### src/rtl/clkgen_pkg.sv
// rtl/clkgen_pkg.sv - shared mode/state encodings and default constants for cpu_clock_gen
package clkgen_pkg;

   localparam logic [1:0] MODE_HALT = 2'b00;
   localparam logic [1:0] MODE_RUN  = 2'b01;
   localparam logic [1:0] MODE_STEP = 2'b10;

   typedef enum logic [1:0] {
      ST_IDLE = 2'b00,
      ST_RUN  = 2'b01,
      ST_STEP = 2'b10
   } state_t;

   localparam int DIV_DEFAULT = 12499;
   localparam int DB_CYCLES   = 16;

endpackage

### src/rtl/step_debounce.sv
// rtl/step_debounce.sv - counter-based stability filter for the step input
// Instantiated by cpu_clock_gen only when CLKGEN_DEBOUNCE_EN is defined.
module step_debounce #(
   parameter int DB_CYCLES = 16
) (
   input  logic CLK,
   input  logic CLRn,
   input  logic in,
   output logic out
);

   localparam int CW = (DB_CYCLES > 1) ? $clog2(DB_CYCLES) : 1;

   logic          r_out;
   logic [CW-1:0] r_cnt;

   // out follows in only after DB_CYCLES consecutive differing samples
   always_ff @(posedge CLK or negedge CLRn) begin
      if (!CLRn) begin
         r_out <= 1'b0;
         r_cnt <= '0;
      end else if (in == r_out) begin
         r_cnt <= '0;
      end else if (r_cnt == CW'(DB_CYCLES - 1)) begin
         r_out <= in;
         r_cnt <= '0;
      end else begin
         r_cnt <= r_cnt + CW'(1);
      end
   end

   assign out = r_out;

endmodule

### src/rtl/cpu_clock_gen.sv
// rtl/cpu_clock_gen.sv - divided CPU clock T/tick with RUN/HALT/STEP FSM and divisor load
// Optional step debounce selected by CLKGEN_DEBOUNCE_EN.
module cpu_clock_gen #(
   parameter int CNT_W       = 26,
   parameter int DIV_DEFAULT = clkgen_pkg::DIV_DEFAULT,
   parameter int DB_CYCLES   = clkgen_pkg::DB_CYCLES
) (
   input  logic             CLK,
   input  logic             CLRn,
   input  logic [1:0]       mode,
   input  logic             step,
   input  logic             div_ld,
   input  logic [CNT_W-1:0] div_val,
   output logic             div_ack,
   output logic             T,
   output logic             tick,
   output logic             busy
);
   import clkgen_pkg::*;

   state_t           r_state, w_state_nxt;
   logic [CNT_W-1:0] r_cnt, w_cnt_nxt;
   logic [CNT_W-1:0] r_div, r_shadow;
   logic             r_pending, r_div_ack;
   logic             r_t, w_t_nxt, r_tick, w_tick_nxt, r_busy;
   logic             r_sync1, r_sync2, r_step_prev;
   logic             w_step_lvl, w_step_edge, w_tc, w_apply;
   logic [CNT_W-1:0] w_div_clamp;

   always_ff @(posedge CLK or negedge CLRn) begin
      if (!CLRn) begin
         r_sync1     <= 1'b0;
         r_sync2     <= 1'b0;
         r_step_prev <= 1'b0;
      end else begin
         r_sync1     <= step;
         r_sync2     <= r_sync1;
         r_step_prev <= w_step_lvl;
      end
   end

`ifdef CLKGEN_DEBOUNCE_EN
   step_debounce #(.DB_CYCLES(DB_CYCLES)) u_step_debounce (
      .CLK  (CLK),
      .CLRn (CLRn),
      .in   (r_sync2),
      .out  (w_step_lvl)
   );
`else
   assign w_step_lvl = r_sync2;
`endif

   assign w_step_edge = w_step_lvl & ~r_step_prev;
   assign w_tc        = (r_state != ST_IDLE) && (r_cnt == r_div);
   assign w_div_clamp = (div_val == '0) ? CNT_W'(1) : div_val;
   assign w_apply     = r_pending && ((r_state == ST_IDLE) || w_tc);

   always_ff @(posedge CLK or negedge CLRn) begin
      if (!CLRn) begin
         r_state <= ST_IDLE;
         r_cnt   <= '0;
         r_t     <= 1'b0;
         r_tick  <= 1'b0;
         r_busy  <= 1'b0;
      end else begin
         r_state <= w_state_nxt;
         r_cnt   <= w_cnt_nxt;
         r_t     <= w_t_nxt;
         r_tick  <= w_tick_nxt;
         r_busy  <= (w_state_nxt == ST_STEP);
      end
   end

   always_comb begin
      w_state_nxt = r_state;
      w_cnt_nxt   = r_cnt;
      w_t_nxt     = r_t;
      w_tick_nxt  = 1'b0;
      case (r_state)
         ST_IDLE: begin
            w_cnt_nxt = '0;
            if (mode == MODE_RUN)
               w_state_nxt = ST_RUN;
            else if ((mode == MODE_STEP) && w_step_edge)
               w_state_nxt = ST_STEP;
         end
         ST_RUN: begin
            w_cnt_nxt = w_tc ? '0 : r_cnt + CNT_W'(1);
            // low phase can be cut short; high phase always runs to terminal count
            if ((mode != MODE_RUN) && !r_t) begin
               w_state_nxt = ST_IDLE;
               w_cnt_nxt   = '0;
            end else if (w_tc) begin
               w_t_nxt    = ~r_t;
               w_tick_nxt = ~r_t;
               if (mode != MODE_RUN)
                  w_state_nxt = ST_IDLE;
            end
         end
         ST_STEP: begin
            w_cnt_nxt = w_tc ? '0 : r_cnt + CNT_W'(1);
            if (w_tc) begin
               w_t_nxt    = ~r_t;
               w_tick_nxt = ~r_t;
               if (r_t)
                  w_state_nxt = ST_IDLE;
            end
         end
         default: begin
            w_state_nxt = ST_IDLE;
            w_cnt_nxt   = '0;
            w_t_nxt     = 1'b0;
         end
      endcase
   end

   // a load in the same cycle as an apply re-arms pending with the newer value
   always_ff @(posedge CLK or negedge CLRn) begin
      if (!CLRn) begin
         r_div     <= CNT_W'(DIV_DEFAULT);
         r_shadow  <= CNT_W'(DIV_DEFAULT);
         r_pending <= 1'b0;
         r_div_ack <= 1'b0;
      end else begin
         r_div_ack <= 1'b0;
         if (w_apply) begin
            r_div     <= r_shadow;
            r_pending <= 1'b0;
            r_div_ack <= 1'b1;
         end
         if (div_ld) begin
            r_shadow  <= w_div_clamp;
            r_pending <= 1'b1;
         end
      end
   end

   assign T       = r_t;
   assign tick    = r_tick;
   assign busy    = r_busy;
   assign div_ack = r_div_ack;

endmodule

### config.mk
export PLATFORM = sky130hd
export DESIGN_NAME = cpu_clock_gen
export DESIGN_NICKNAME = d
export VERILOG_FILES = /design/src/rtl/clkgen_pkg.sv /design/src/rtl/step_debounce.sv /design/src/rtl/cpu_clock_gen.sv
export SDC_FILE = /design/constraint.sdc
export NUM_CORES = 1
export LEC_CHECK = 0
export CORE_MARGIN = 2
export CORE_UTILIZATION = 52
export DETAILED_ROUTE_END_ITERATION = 6
export HOLD_SLACK_MARGIN = 0.02
export PLACE_DENSITY = 0.76
export SETUP_SLACK_MARGIN = 0.2
export SYNTH_ARGS = -nofsm -noshare
export SYNTH_HDL_FRONTEND = slang
export SYNTH_SLANG_ARGS = --single-unit
### constraint.sdc
create_clock -name CLK -period 1.8 [get_ports CLK]
set_clock_uncertainty 0.05 [all_clocks]
set_input_delay 0.27 -clock CLK [delete_from_list [all_inputs] [get_ports CLK]]
set_output_delay 0.27 -clock CLK [all_outputs]
set_load 0.05 [all_outputs]
== After elaboration in Yosys (flattened, before gate mapping) ==
Cells that the tools add are included.

* Mux-type cells: 21
* Equality and inequality tests: 8
* $add $sub $neg: 1
* Reduce and logical (&&, ||, !) cells: 11
* Bitwise logic cells: 4

{| class="wikitable"
|+ Operator list
! operator !! number
|-
| 26-bit 2-to-1 mux || 3
|-
| 26-bit case mux with 2 select lines || 1
|-
| 26-bit by 1-bit adder with 26-bit output (second input constant) || 1
|-
| 26-bit == test || 1
|-
| 26-bit logical NOT || 1
|-
| 2-bit 2-to-1 mux || 7
|-
| 1-bit 2-to-1 mux || 7
|-
| 2-bit == test (second input constant) || 3
|-
| 2-bit case mux with 3 select lines || 1
|-
| 2-bit by 1-bit == test with 1-bit output (second input constant) || 2
|-
| 1-bit logical AND || 4
|-
| 2-bit nonzero test || 2
|-
| 1-bit inverter || 3
|-
| 1-bit case mux with 3 select lines || 1
|-
| 2-bit logical NOT || 1
|-
| 2-bit by 1-bit inequality test with 1-bit output (second input constant) || 1
|-
| 2-bit inequality test (second input constant) || 1
|-
| 1-bit case mux with 2 select lines || 1
|-
| 2-bit AND reduction || 1
|-
| 1-bit AND || 1
|-
| 1-bit logical NOT || 1
|-
| 1-bit logical OR || 1
|}

* Word-level logic and storage cells: 57
* Register bits: 88

== Logic depth before layout (Yosys ltp) ==
* Word-level depth: 7
* Mapped depth: 9
* Gate-level depth less buffers: 7

== Worst setup path after synthesis ==
OpenSTA, ideal clock, no wires.

* Kind: flip-flop to flip-flop
* Start point: reg r_div[4]
* End point: reg r_div[10]
* Cell stages (with the launch flop): 7
* Library setup time: 0.125 ns
* Period minus slack after synthesis: 1.937 ns
* Buffers on the path: 1
* Arrival time: 1.761 ns
* Data required time: 1.625 ns
* Setup slack: -0.137 ns
* Path through: dfstp_2 > xnor2_1 > nand4_1 > nor4_2 > a22oi_4 > buf_6 > mux2_4

* Cells in the longest elaborated chain, start to end: 4

{| class="wikitable"
|+ Ends and longest elaborated chain
! element !! line !! text
|-
| start: declaration || cpu_clock_gen.sv:23 || <nowiki>logic [CNT_W-1:0] r_div, r_shadow;</nowiki>
|-
| start signal: assignment || cpu_clock_gen.sv:120 || <nowiki>r_div <= CNT_W'(DIV_DEFAULT);</nowiki>
|-
| start signal: assignment || cpu_clock_gen.sv:127 || <nowiki>r_div <= r_shadow;</nowiki>
|-
| 26-bit == test || cpu_clock_gen.sv:54 || <nowiki>assign w_tc = (r_state != ST_IDLE) && (r_cnt == r_div);</nowiki>
|-
| 1-bit logical AND || cpu_clock_gen.sv:54 ||
|-
| 1-bit logical OR || cpu_clock_gen.sv:56 || <nowiki>assign w_apply = r_pending && ((r_state == ST_IDLE) || w_tc);</nowiki>
|-
| 1-bit logical AND || cpu_clock_gen.sv:56 ||
|}

No other way between the ends.
A chain may end at the register's enable or synchronous reset.

== Worst setup path in the final report ==
* Start point: reg r_div[13]
* End point: reg r_cnt[25]

* Cells in the longest elaborated chain, start to end: 5

{| class="wikitable"
|+ Ends and longest elaborated chain
! element !! line !! text
|-
| 26-bit == test * || cpu_clock_gen.sv:54 ||
|-
| 1-bit logical AND * || cpu_clock_gen.sv:54 ||
|-
| 26-bit 2-to-1 mux * || cpu_clock_gen.sv:88, cpu_clock_gen.sv:101 ||
|-
| 26-bit 2-to-1 mux || cpu_clock_gen.sv:90 || <nowiki>if ((mode != MODE_RUN) && !r_t) begin</nowiki>
|-
| 26-bit case mux with 2 select lines * || cpu_clock_gen.sv:79 || <nowiki>case (r_state)</nowiki>
|-
| named net w_cnt_nxt[25] || cpu_clock_gen.sv:22 || <nowiki>logic [CNT_W-1:0] r_cnt, w_cnt_nxt;</nowiki>
|-
| end signal: assignment || cpu_clock_gen.sv:67 || <nowiki>r_cnt <= w_cnt_nxt;</nowiki>
|-
| end: declaration || cpu_clock_gen.sv:22 ||
|}

Mark *: on every way through the listed nets, which the timed path passes. The rest lies on a longest branch.

==> results.toml <==
[clocking]
insertion_delay_ps = 370
cts_sinks = 88
cts-htree-levels = 3
cts_buffer_depth = 2
cts_root_buf = "clkbuf_8"
path_clk_slew_ps = 90
numCtsBuffers = 9
cts_tree = "built"

[logic_synthesis]
syn_nets = 379
syn_inst = 342
synth_area_um2 = 4215
synth.distinct_cells = 47
async_flop_share_pct = 100.0
synth_ff_type = "dfrtp_1"
ys_ff_latch = 88
ys_warn_count = 0
synth_seq_area_share_pct = 52.66
synth_edf_count = 0
syn_area_per_cell_um2 = 12.33

[sta]
slew_headroom_pct = 67.05
period_needed_ps = 2048
slew_violations = 0
hold_viol = 0
worst_hold_slack_ps = 151.7
tightest_slew_ps = 494.2
post-route-period-util_pct = 113.8
fin_ws_ps = -247.6
fmax_mhz = 488.4
rsz0062_at_grt = "yes"
setup_viol_count_final = 58

[place]
dp_slack_ps = -367.0
gp_congestion = 0.8569
dpl.hpwl_um = 6725
placed_cell_area_um2 = 5295
portBuffers = 35

[worst_setup_path]
cp-start-kind = "register"
worstPathArrival_ps = 2250
critical_path_required_ps = 2010
crit_fanout = 26
path_class = "register to register"
rrSetupSlack_ps = -250
cp-end-kind = "register"

[global_route]
grt_max_degree = 36
grt_pass1_vias = 3250
gr-total-overflow = 0
track_usage_pct = 24.68
antenna_found_initial = 0
grt_pass1_wl_um = 16280

[routing]
drt_iter0_drc = 169
drcViolationCount = 0
drt-wirelength-per-cell_um = 17.23
vias = 3092
dr.pass1.iters = 4
wl_um = 9752
viasPerCell = 5.463
ant_nets = 0

[power_and_ir_drop]
finalPower_uw = 6976
leakage_uw = 0.002506
ir_worst_vdd_mv = 0.8957
powerDensity_nw_per_um2 = 1241

[layout]
final_area_um2 = 5620
layout.nets = 496
final_cell_mix = "77 x buf_4, 74 x dfrtp_1, 33 x nor2_1"
diodes = 0
final_common_cell = "buf_4"
post-route-util_pct = 71.99
drive_gt1_share_pct = 39.01
syn_to_final_growth_pct = 33.33

[die]
start_util_pct = 53.99
rows = 32
die_area_um2 = 8843
chipWidth_um = 94.04
die_h_um = 94.04
core-area_um2 = 7807
ioPinCount = 36

[outcome]
run_status = "complete, but fails checks"
violations = "negative setup slack"

[run]
drv_cap = 0

[worst_hold_path]
min_path_type = "input port to register"
==> synth_stat cells (all sizes together) (2+ instances only) <==
master	n	share of area, %
dfrtp	74	44
a21oi	4	0.47
nand3	15	1.8
and3	3	0.56
a21o	3	0.53
nor2	33	2.9
buf	6	1.1
dfstp	14	8.7
o21a	2	0.36
nand2	12	1.1
nand4	8	1.2
clkbuf	2	0.18
nor4	13	2.4
xnor2	31	6.4
and4	4	0.83
ha	5	1.5
xor2	19	3.9
nand2b	3	0.45
or4	2	0.45
nor3	9	1.2
nor2b	3	0.45
mux2	51	15
inv	10	0.89
==> critical path, cell delays in order, from the launching register on <==
cell     delay [ps]
dfstp_2         570
xnor2_2         120
nand4_1         230
buf_4           220
nor4_4          280
a21o_1          190
buf_12          180
nor2_1           80
==> final cells by class <==
cell class,count,area (um2)
Clock buffer,11,141.4
Clock inverter,5,86.33
Fill cell,491,2187
Inverter,10,37.54
Multi-Input combinational cell,236,2006
Sequential cell,88,2220
Tap cell,102,127.6
Timing Repair Buffer,114,1002
==> worst paths after layout <==
| kind | startpoint | to | cells after the start |
|---|---|---|---|
| max in group asynchronous | CLRn | r_shadow[6] | 3 |
| min reg2reg | r_sync1 | r_sync2 | 0 |
| min in group asynchronous | CLRn | r_shadow[18] | 2 |
| max reg2reg | r_div[13] | r_cnt[25] | 7 |
| min | div_val[8] | r_shadow[8] | 2 |
| max | r_div[13] | r_cnt[25] | 7 |
==> where the power goes <==
| part | internal [uW] | leakage, uW | total (uW) | switching [uW] |
|---|---|---|---|---|
| logic | 1520 | 0.00131 | 2580 | 1070 |
| registers | 2460 | 0.00108 | 2820 | 352 |
| clock network | 833 | 0.000115 | 1580 | 742 |
==> sequential cells by signal (all words and copies together) (netlist names), 2 cells and up <==
register  cells
r_cnt        26
r_div        26
r_shadow     26
r_state       2
==> kinds of logic (layout without fill, tap and decap cells) <==
logic type,after synthesis,in the layout,share of synthesized area (%)
compound gates,20,20,3.799
xor+xnor,50,50,10.39
fa+ha+maj,5,5,1.484
buf+inv,18,140,2.167
flops,88,88,52.66
mux,51,51,15.32
simple gates,110,110,14.19
==> metrics by stage <==
step	std cells	setup TNS (ps)
6_report	566	-12190
3_3_place_gp	547	-11360
4_1_cts	565	-12090
2_1_floorplan	342	-1513
5_1_grt	566	-17820
3_5_place_dp	547	-16040
==> per-layer routing <==
layer  up-vias  routed length, um  global-route usage, %
met1      1554               4200                  32.12
met2        84               4925                  40.00
met4         0                180                  9.179
li1       1440                  -                      -
met5         -                  0                      0
met3        14                445                  6.260
==> what timing repair did <==
action                                  CTS  global route
endpoints found under the hold margin    28             0
pin swaps                                 6             6
setup buffers                             1             1
hold buffers                              1             0
endpoints found under the setup margin   61            60
gates resized for setup                   9             4
No activity file was read; power rests on OpenSTA's default activity.
